--- config.mk ---
export PLATFORM = sky130hd
export DESIGN_NAME = pc_fetch_unit_flat
export DESIGN_NICKNAME = d
export VERILOG_FILES = /design/src/rtl/pc_fetch_unit_pkg.sv /design/src/rtl/pc_fetch_unit_if.sv /design/src/rtl/pc_fetch_unit_skid_buf.sv /design/src/rtl/pc_fetch_unit.sv /design/src/flat_wrapper.sv
export SDC_FILE = /design/constraint.sdc
export NUM_CORES = 1
export LEC_CHECK = 0
export ABC_AREA = 1
export CELL_PAD_IN_SITES_DETAIL_PLACEMENT = 1
export CELL_PAD_IN_SITES_GLOBAL_PLACEMENT = 1
export CORE_MARGIN = 3
export CORE_UTILIZATION = 35
export DETAILED_ROUTE_END_ITERATION = 10
export PLACE_DENSITY = 0.87
export SLEW_MARGIN = 20
export SYNTH_ARGS = -nofsm -noshare
export SYNTH_HDL_FRONTEND = slang
export SYNTH_SLANG_ARGS = --single-unit
export TNS_END_PERCENT = 10
--- constraint.sdc ---
create_clock -name clk -period 2.26 [get_ports clk]
set_clock_uncertainty 0.2 [all_clocks]
set_input_delay 0.452 -clock clk [delete_from_list [all_inputs] [get_ports clk]]
set_output_delay 0.452 -clock clk [all_outputs]
set_load 0.02 [all_outputs]
--- src/rtl/pc_fetch_unit_pkg.sv ---
`default_nettype none
// ============================================================================
//  Module      : pc_fetch_unit_pkg
//  Description : Shared types and constants for the instruction fetch unit:
//                FSM state encoding, default widths/reset address and the
//                NOP word presented when the IF/ID register is empty.
//  Revision    : 1.0  initial release
// ============================================================================
package pc_fetch_unit_pkg;

  localparam int          C_XLEN     = 32;
  localparam logic [31:0] C_RESET_PC = 32'h0000_0000;
  // addi x0, x0, 0
  localparam logic [31:0] C_NOP      = 32'h0000_0013;

  typedef enum logic [1:0] {
    IDLE = 2'd0,
    REQ  = 2'd1,
    WAIT = 2'd2,
    DROP = 2'd3
  } fetch_state_t;

endpackage : pc_fetch_unit_pkg
`default_nettype wire

--- src/rtl/pc_fetch_unit_if.sv ---
`default_nettype none
// ============================================================================
//  Module      : pc_fetch_unit_if
//  Description : Instruction-memory request/response bus. The fetch unit is
//                the master; the memory is the slave. At most one request is
//                outstanding and responses return in order.
//  Revision    : 1.0  initial release
// ============================================================================
interface pc_fetch_unit_if
  import pc_fetch_unit_pkg::*;
#(
  parameter int XLEN = C_XLEN
);

  logic            req;
  logic [XLEN-1:0] addr;
  logic            gnt;
  logic            rvalid;
  logic [XLEN-1:0] rdata;

  modport master (
    output req,
    output addr,
    input  gnt,
    input  rvalid,
    input  rdata
  );

  modport slave (
    input  req,
    input  addr,
    output gnt,
    output rvalid,
    output rdata
  );

endinterface : pc_fetch_unit_if
`default_nettype wire

--- src/rtl/pc_fetch_unit_skid_buf.sv ---
`default_nettype none
// ============================================================================
//  Module      : fetch_skid_buf
//  Description : One-entry holding register for a fetch response that lands
//                while decode is stalled. A flush empties it unconditionally.
//  Revision    : 1.0  initial release
// ============================================================================
module fetch_skid_buf
  import pc_fetch_unit_pkg::*;
#(
  parameter int XLEN = C_XLEN
) (
  input  logic            clk,
  input  logic            reset_n,
  input  logic            in_valid,
  input  logic            flush,
  input  logic            drain,
  input  logic [XLEN-1:0] in_pc,
  input  logic [XLEN-1:0] in_pc_plus4,
  input  logic [XLEN-1:0] in_instr,
  output logic            out_valid,
  output logic [XLEN-1:0] out_pc,
  output logic [XLEN-1:0] out_pc_plus4,
  output logic [XLEN-1:0] out_instr
);

  logic            r_valid;
  logic [XLEN-1:0] r_pc;
  logic [XLEN-1:0] r_pc_plus4;
  logic [XLEN-1:0] r_instr;

  // Capture on load, empty on drain; flush wins so a redirect never leaves a stale word
  always_ff @(posedge clk or negedge reset_n) begin
    if (!reset_n) begin
      r_valid    <= 1'b0;
      r_pc       <= '0;
      r_pc_plus4 <= '0;
      r_instr    <= '0;
    end else if (flush) begin
      r_valid <= 1'b0;
    end else if (in_valid) begin
      r_valid    <= 1'b1;
      r_pc       <= in_pc;
      r_pc_plus4 <= in_pc_plus4;
      r_instr    <= in_instr;
    end else if (drain) begin
      r_valid <= 1'b0;
    end
  end

  assign out_valid    = r_valid;
  assign out_pc       = r_pc;
  assign out_pc_plus4 = r_pc_plus4;
  assign out_instr    = r_instr;

endmodule : fetch_skid_buf
`default_nettype wire

--- src/rtl/pc_fetch_unit.sv ---
`default_nettype none
// ============================================================================
//  Module      : pc_fetch_unit
//  Description : Program counter and instruction fetch stage. Issues one
//                word-aligned request at a time, loads the IF/ID register on
//                response, honours decode stalls through a one-entry skid
//                buffer and handles branch/jump redirects, discarding a
//                response that is already in flight.
//  Revision    : 1.0  initial release
// ============================================================================
module pc_fetch_unit
  import pc_fetch_unit_pkg::*;
#(
  parameter int              XLEN     = C_XLEN,
  parameter logic [XLEN-1:0] RESET_PC = XLEN'(C_RESET_PC)
) (
  input  logic             clk,
  input  logic             reset_n,
  pc_fetch_unit_if.master  imem,
  input  logic             pc_src,
  input  logic [XLEN-1:0]  target,
  input  logic             stall,
  output logic             if_valid,
  output logic [XLEN-1:0]  if_pc,
  output logic [XLEN-1:0]  if_pc_plus4,
  output logic [XLEN-1:0]  if_instr,
  output logic             flush
);

  localparam logic [XLEN-1:0] C_NOP_WORD   = XLEN'(C_NOP);
  localparam logic [XLEN-1:0] C_ALIGN_MASK = ~(XLEN'(3));

  fetch_state_t    r_state;
  logic [XLEN-1:0] r_pc;
  logic            r_if_valid;
  logic [XLEN-1:0] r_if_pc;
  logic [XLEN-1:0] r_if_pc_plus4;
  logic [XLEN-1:0] r_if_instr;
  logic            r_flush;

  logic [XLEN-1:0] w_pc_plus4;
  logic [XLEN-1:0] w_target_aligned;
  logic            w_skid_load;
  logic            w_skid_drain;
  logic            w_skid_valid;
  logic [XLEN-1:0] w_skid_pc;
  logic [XLEN-1:0] w_skid_pc_plus4;
  logic [XLEN-1:0] w_skid_instr;

  // Sequential PC wraps naturally at the top of the address space
  assign w_pc_plus4       = r_pc + XLEN'(4);
  assign w_target_aligned = target & C_ALIGN_MASK;

  // Park a response in the skid buffer when decode cannot take it; release it once stall drops
  assign w_skid_load  = (r_state == WAIT) && imem.rvalid && stall && !pc_src && !w_skid_valid;
  assign w_skid_drain = (r_state == WAIT) && w_skid_valid && !stall && !pc_src;

  fetch_skid_buf #(
    .XLEN (XLEN)
  ) u_skid (
    .clk          (clk),
    .reset_n      (reset_n),
    .in_valid     (w_skid_load),
    .flush        (pc_src),
    .drain        (w_skid_drain),
    .in_pc        (r_pc),
    .in_pc_plus4  (w_pc_plus4),
    .in_instr     (imem.rdata),
    .out_valid    (w_skid_valid),
    .out_pc       (w_skid_pc),
    .out_pc_plus4 (w_skid_pc_plus4),
    .out_instr    (w_skid_instr)
  );

  // Fetch FSM, PC and IF/ID register; a redirect overrides everything else
  always_ff @(posedge clk or negedge reset_n) begin
    if (!reset_n) begin
      r_state       <= IDLE;
      r_pc          <= RESET_PC;
      r_if_valid    <= 1'b0;
      r_if_pc       <= '0;
      r_if_pc_plus4 <= '0;
      r_if_instr    <= '0;
      r_flush       <= 1'b0;
    end else begin
      r_flush <= pc_src;

      // Decode consumes IF/ID every unstalled cycle; refill below or leave a bubble
      if (!stall) begin
        r_if_valid <= 1'b0;
        r_if_instr <= C_NOP_WORD;
      end

      case (r_state)
        IDLE: begin
          r_if_instr <= C_NOP_WORD;
          r_pc       <= pc_src ? w_target_aligned : RESET_PC;
          r_state    <= REQ;
        end

        REQ: begin
          if (pc_src) begin
            // Ungranted request is simply retargeted; a granted one must be dropped
            r_pc <= w_target_aligned;
            if (imem.gnt) begin
              r_state <= DROP;
            end
          end else if (imem.gnt) begin
            r_state <= WAIT;
          end
        end

        WAIT: begin
          if (pc_src) begin
            r_pc <= w_target_aligned;
            // Nothing left on the bus if the response is here now or already parked
            r_state <= (imem.rvalid || w_skid_valid) ? REQ : DROP;
          end else if (w_skid_valid) begin
            if (!stall) begin
              r_if_valid    <= 1'b1;
              r_if_pc       <= w_skid_pc;
              r_if_pc_plus4 <= w_skid_pc_plus4;
              r_if_instr    <= w_skid_instr;
              r_state       <= REQ;
            end
          end else if (imem.rvalid) begin
            r_pc <= w_pc_plus4;
            if (!stall) begin
              r_if_valid    <= 1'b1;
              r_if_pc       <= r_pc;
              r_if_pc_plus4 <= w_pc_plus4;
              r_if_instr    <= imem.rdata;
              r_state       <= REQ;
            end
          end
        end

        DROP: begin
          if (pc_src) begin
            r_pc <= w_target_aligned;
          end
          // Exactly one response is owed; swallow it and resume at the redirected PC
          if (imem.rvalid) begin
            r_state <= REQ;
          end
        end

        default: r_state <= IDLE;
      endcase

      if (pc_src) begin
        r_if_valid <= 1'b0;
        r_if_instr <= C_NOP_WORD;
      end
    end
  end

  assign imem.req    = (r_state == REQ);
  assign imem.addr   = r_pc;
  assign if_valid    = r_if_valid;
  assign if_pc       = r_if_pc;
  assign if_pc_plus4 = r_if_pc_plus4;
  assign if_instr    = r_if_instr;
  assign flush       = r_flush;

endmodule : pc_fetch_unit
`default_nettype wire

--- src/flat_wrapper.sv ---
// flat-port wrapper written by rule: the top's interface ports become plain ports
module pc_fetch_unit_flat import pc_fetch_unit_pkg::*;
#(
  parameter int              XLEN     = C_XLEN,
  parameter logic [XLEN-1:0] RESET_PC = XLEN'(C_RESET_PC)
)
  (clk, reset_n, pc_src, target, stall, if_valid, if_pc, if_pc_plus4, if_instr, flush, imem_req, imem_addr, imem_gnt, imem_rvalid, imem_rdata);
  pc_fetch_unit_if #(.XLEN(XLEN)) imem_i ();
  input  logic clk;
  input  logic reset_n;
  input  logic pc_src;
  input  logic [XLEN-1:0] target;
  input  logic stall;
  output logic if_valid;
  output logic [XLEN-1:0] if_pc;
  output logic [XLEN-1:0] if_pc_plus4;
  output logic [XLEN-1:0] if_instr;
  output logic flush;
  output wire logic [$bits(imem_i.req)-1:0] imem_req;
  output wire logic [$bits(imem_i.addr)-1:0] imem_addr;
  input wire logic [$bits(imem_i.gnt)-1:0] imem_gnt;
  input wire logic [$bits(imem_i.rvalid)-1:0] imem_rvalid;
  input wire logic [$bits(imem_i.rdata)-1:0] imem_rdata;
  assign imem_req = imem_i.req;
  assign imem_addr = imem_i.addr;
  assign imem_i.gnt = imem_gnt;
  assign imem_i.rvalid = imem_rvalid;
  assign imem_i.rdata = imem_rdata;
  pc_fetch_unit #(.XLEN(XLEN), .RESET_PC(RESET_PC)) u_core (.clk(clk), .reset_n(reset_n), .imem(imem_i), .pc_src(pc_src), .target(target), .stall(stall), .if_valid(if_valid), .if_pc(if_pc), .if_pc_plus4(if_pc_plus4), .if_instr(if_instr), .flush(flush));
endmodule
; ---- Yosys cells after proc, flatten, opt, wreduce, memory -nomap -nowiden
; Cells that the tools add are included.
[totals]
mem_bits_rw = 0
reg_bits = 229
latch_bits = 0
romBits = 0
inputBits = 70
mem_count = 0
elab_cells = 83
[op_classes]
addsub = 1
shifts = 0
reduce_logical = 19
mux = 40
eq_ne = 11
n_div = 0
n_lt_le_gt_ge = 0
n_bitwise = 1
n_mul = 0
[op_table]
columns = cell, count
row1 = 2-to-1 mux 32 bit, 19
row2 = one-hot mux 32 bit (3 select lines), 1
row3 = one-hot mux 32 bit (2 select lines), 1
row4 = adder 32 x 3 -> 32 bit (second input constant), 1
row5 = 2-to-1 mux 2 bit, 9
row6 = 2-to-1 mux 1 bit, 9
row7 = one-hot mux 2 bit (4 select lines), 1
row8 = logical AND 1 bit, 7
row9 = != test 2 bit (second input constant), 3
row10 = != test 3 bit (second input constant), 2
row11 = AND reduction 3 bit, 2
row12 = AND reduction 5 bit, 1
row13 = equality test 2 bit (second input constant), 2
row14 = != test 2 x 1 -> 1 bit (second input constant), 2
row15 = != test 4 bit (second input constant), 1
row16 = zero test 1 bit, 3
row17 = nonzero test 3 bit, 1
row18 = equality test 2 x 1 -> 1 bit (second input constant), 1
row19 = zero test 2 bit, 1
row20 = AND reduction 2 bit, 1
row21 = nonzero test 2 bit, 1
row22 = OR reduction 2 bit, 1
row23 = logical OR 1 bit, 1
row24 = inverter 1 bit, 1

; ---- Longest topological paths before layout
[logic_depth]
depth_word = 7
mapped_depth = 13

; ---- Modules after synthesis
; Synthesis repeated with hierarchy kept, for this count alone.
[hier_totals]
hier_cells = 1430
hier_area_um2 = 11274.6
[modules_own_cells]
columns = module, seq_area_each_um2, cells_per_inst, area_each_um2, n_inst
row1 = pc_fetch_unit, 3253.1, 1009, 7429.6, 1
row2 = fetch_skid_buf, 2427.3, 421, 3844.9, 1

; ---- Least setup slack after synthesis
; OpenSTA, ideal clock, no wires.
[synth_path]
path_kind = register to register
start = register u_core.r_state[0]
end = register u_core.u_skid.r_pc_plus4[2], in the netlist u_core.u_skid.out_pc_plus4[2]
synth_period_minus_slack_ns = 2.126
arrival_time_ns = 1.787
setup_ns = 0.138
path_stages_with_launch = 14
t_required_ns = 1.922
path_slack_ns = 0.134
cell_sequence = dfrtp_1 buf_2 inv_1 ha_1 buf_4 inv_2 nor2_8 nand2_1 nor2_2 inv_2 buf_6 buf_2 nand2_1 o21ai_0
[synth_via]
elab_chain_cells = 6
[synth_rtl]
columns = element, line_no
row1 = "start, declared", pc_fetch_unit.sv:33  ; fetch_state_t r_state;
row2 = "start signal, assigned", pc_fetch_unit.sv:117  ; r_state <= (imem.rvalid || w_skid_valid) ? REQ : DROP;
row3 = equality test 2 bit, pc_fetch_unit.sv:55  ; assign w_skid_load = (r_state == WAIT) && imem.rvalid && stall && !pc_src && !w_skid_valid;
row4 = logical AND 1 bit (4 in series), pc_fetch_unit.sv:55
row5 = AND reduction 2 bit (no source line), -
row6 = "end signal, assigned", pc_fetch_unit_skid_buf.sv:44  ; r_pc_plus4 <= in_pc_plus4;
row7 = "end, declared", pc_fetch_unit_skid_buf.sv:29  ; logic [XLEN-1:0] r_pc_plus4;
; No other way between the ends.
; A chain may end at the register's enable or synchronous reset.

; ---- Final worst setup path
[layout_path]
start = register u_core.r_state[0]
end = output port imem_req
[layout_via]
elab_chain_cells = 1
[layout_rtl]
columns = element, line_no
row1 = equality test 2 x 1 -> 1 bit, pc_fetch_unit.sv:158  ; assign imem.req = (r_state == REQ);
row2 = "end, declared", flat_wrapper.sv:19  ; output wire logic [$bits(imem_i.req)-1:0] imem_req;
; No other way between the ends.

==> results <==
==> layer usage <==
layer / wire length, um / vias to the layer above / track usage (%)
met3: 2430 / 77 / 5.33
met1: 15300 / 5125 / 28.0
met2: 18600 / 304 / 39.6
met4: 1020 / 6 / 6.48
li1: - / 4726 / -
met5: 36 / - / 0
==> logic make-up (layout without fill, tap and decap cells) <==
kind of cell | Yosys count | count (layout) | share of synthesized area, %
xor+xnor | 13 | 13 | 1.29
fa+ha+maj | 5 | 5 | 0.590
other cells | 1 | 6 | 0.0354
simple gates | 713 | 713 | 26.9
compound gates | 239 | 239 | 13.1
flops | 219 | 219 | 51.7
buf+inv | 144 | 373 | 6.41
==> through the flow <==
stage	power (uW)	setup TNS (ps)
after floorplan	9940	0
after global placement	13000	-1790
after detailed placement	13400	-5190
after CTS	17200	0
after global routing	18200	-34.1
final	17100	0
==> layout make-up <==
cell class,instances,area (um2)
Timing Repair Buffer,265,2730
Inverter,66,249
Multi-Input combinational cell,976,4500
Clock buffer,36,707
Tap cell,390,488
Clock inverter,6,55.1
Fill cell,3529,15500
Sequential cell,219,5490
==> path summary, 6_finish.rpt <==
| kind | end | start | slack, ps |
|---|---|---|---|
| max | imem_req | u_core.r_state[0] | 20 |
| min | u_core.if_instr[23] | reset_n | 250 |
| max reg2reg | u_core.if_pc_plus4[14] | u_core.imem.addr[3] | 140 |
| min reg2reg | u_core.u_skid.out_pc[15] | u_core.u_skid.out_pc[15] | 270 |
| max in group asynchronous | u_core.imem.addr[11] | reset_n | 890 |
| min in group clk | u_core.u_skid.out_pc[15] | u_core.u_skid.out_pc[15] | 270 |
==> cells in the final DEF, fill, tap and decap left out, types with 5 or more instances in the layout <==
master / count
a22oi_1: 33
o21ai_0: 86
inv_1: 55
conb_1: 6
nor2_1: 88
dfrtp_1: 214
clkdlybuf4s50_1: 154
clkinv_2: 6
o21ai_1: 18
nand3_1: 52
buf_4: 49
clkbuf_16: 25
nand2_2: 5
nor2_4: 7
dfrtp_2: 5
o221ai_1: 5
a31oi_1: 35
clkbuf_1: 7
xor2_1: 10
dlygate4sd2_1: 32
nand2_1: 545
nor2_2: 8
buf_12: 22
inv_2: 10
o21a_1: 6
a21oi_1: 45
==> cell usage after synthesis (3+ instances only) <==
| master | n |
|---|---|
| buf_4 | 20 |
| ha_1 | 5 |
| o21ai_0 | 87 |
| a31oi_1 | 35 |
| o21a_1 | 6 |
| clkbuf_1 | 27 |
| buf_6 | 4 |
| xor2_1 | 10 |
| nand2_1 | 545 |
| dfrtp_1 | 219 |
| inv_1 | 55 |
| nand2_2 | 5 |
| o211ai_1 | 3 |
| a21oi_1 | 45 |
| nor2_2 | 8 |
| nor2_4 | 4 |
| a22oi_1 | 33 |
| inv_2 | 10 |
| buf_2 | 27 |
| xor2_2 | 3 |
| o21ai_1 | 17 |
| o221ai_1 | 5 |
| nor2_1 | 91 |
| nand3_1 | 52 |
==> report_power, final <==
part	internal (uW)	leakage, uW	switching [uW]
registers	5340	0.00280	1190
logic	2700	0.00365	3970
clock network	2260	0.000379	1620
total	10300	0.00683	6780
==> flip-flops by register name, indices dropped and copies added (netlist names) <==
name	count
u_core.if_instr	32
u_core.u_skid.out_instr	32
u_core.if_pc	30
u_core.if_pc_plus4	30
u_core.imem.addr	30
u_core.u_skid.out_pc	30
u_core.u_skid.out_pc_plus4	30
u_core.r_state	2
u_core.flush	1
u_core.if_valid	1
u_core.u_skid.out_valid	1
==> what timing repair did <==
| item | in CTS | in global routing |
|---|---|---|
| resized for setup | 41 | 12 |
| setup endpoints to repair | 36 | 31 |
| hold endpoints to repair | 45 | 0 |
| hold buffers | 1 | 0 |
| setup buffers | 0 | 0 |
==> impl_results.md <==
- Outcome: complete, no violations
- Cell Area, Synth: 0.0106 mm2
- R2r worst-path depth: 8
- Clock net sink count: 219
- Sequential-to-total area share from yosys stat: 51.7%
- Clock transition at path regs: 60 ps
- Final Hold Fails: 0
- Upper clock frequency limit: 447 MHz
- Number of max-cap violations: 0
- Vias in the first global route: 11113
- Pre-CTS setup slack: -187 ps
- TritonCTS Buffers: 25
- Tmin final: 2240 ps
- Drt total wl: 37400 um
- Peak supply drop: 572 uV
- FF+latch count, synth: 219
- CTS tree: done
- Fin nets: 1628
- Hold Slack: 254 ps
- I/O Buffers: 192
- Placed cell areas: 0.0134 mm2
- PwrDens: 1200 mW/mm2
- Required @ worst endpoint: 1610 ps
- Post-DP HPWL: 26300 um
- Syn avg cell area: 7.95 um2
- Synth Instances: 1334
- Antenna Nets Post-Route: 0
- Total grt overflow: 0
- Leak: 0.00683 uW
- Post-route cell area: 0.0142 mm2
- Root Driver: clkbuf_16
- RSZ-0062 raised after global routing: true
- Area grow syn2layout: 34.0%
- Cell family with most CP delay: buffers and inverters
- Worst Slack Setup Final: 20.9 ps
- Share of cells above drive strength 1: 9.95%
- Diodes inserted: 0
- GRT Util Overall: 22.6%
- CP max stage cell: dfrtp_1
- Worst skew pair latency: 520 ps
- Initial core utilization: 35.7%
- CORE AREA: 0.0297 mm2
- Worst setup EP type: output pin
- Via Count: 10238
- CP Cell Sequence: buf_4 > ha_1 > clkdlybuf4s15_2
- Worst Path Buf+Inv: 2
- DRT iter0 DRCs: 605
- WL/cell: 19.1 um
- Top Ports: 201
- Synthesis Warnings: 0
- CP Launch Type: register
- CP max stage delay: 370 ps
- Largest net degree at the start of global routing: 64
- Finished Layout Cells: 1958
- Yosys top cell area share: 51.7%
- Final setup vio count: 0
- Cell variety after synth: 39
- Crit. path cell count: 3
- Worst Hold Class: in -> async
- Period utilisation layout: 99.1%
- Clock Tree Buf Depth: 3
- Initial DRT Pass Iterations: 5
- Slew @ Worst Pin: 693 ps
- Final Core Density: 47.8%
- Die X-Extent: 180 um
- Placed Instances: 1915
- Crit Path Max Fanout: 10
- First-pass GRT wire length: 60100 um
- Area leader, netlist: dfrtp_1
- Primary FF master, synth: dfrtp_1
- DRC viols: 0
- Post-synth EDFFs: 0
- Max_slew headroom: 53.8%
- Max-slew violations: 0
- Ys async rst share: 100%
- Initial antenna violation count: 3
- Die area: 0.0324 mm2
- Top post-synthesis cells by area: dfrtp_1, nand2_1, o21ai_0
- Routed vias/inst: 5.23
- Htree depth: 1
- Num rows: 63
- Arrival time at the worst endpoint: 1590 ps
- Worst Setup Path Type: reg -> out
- Die Height: 180 um
- Gpl congestion: 0.881
Note: power is estimated with default switching activity, not from simulation.
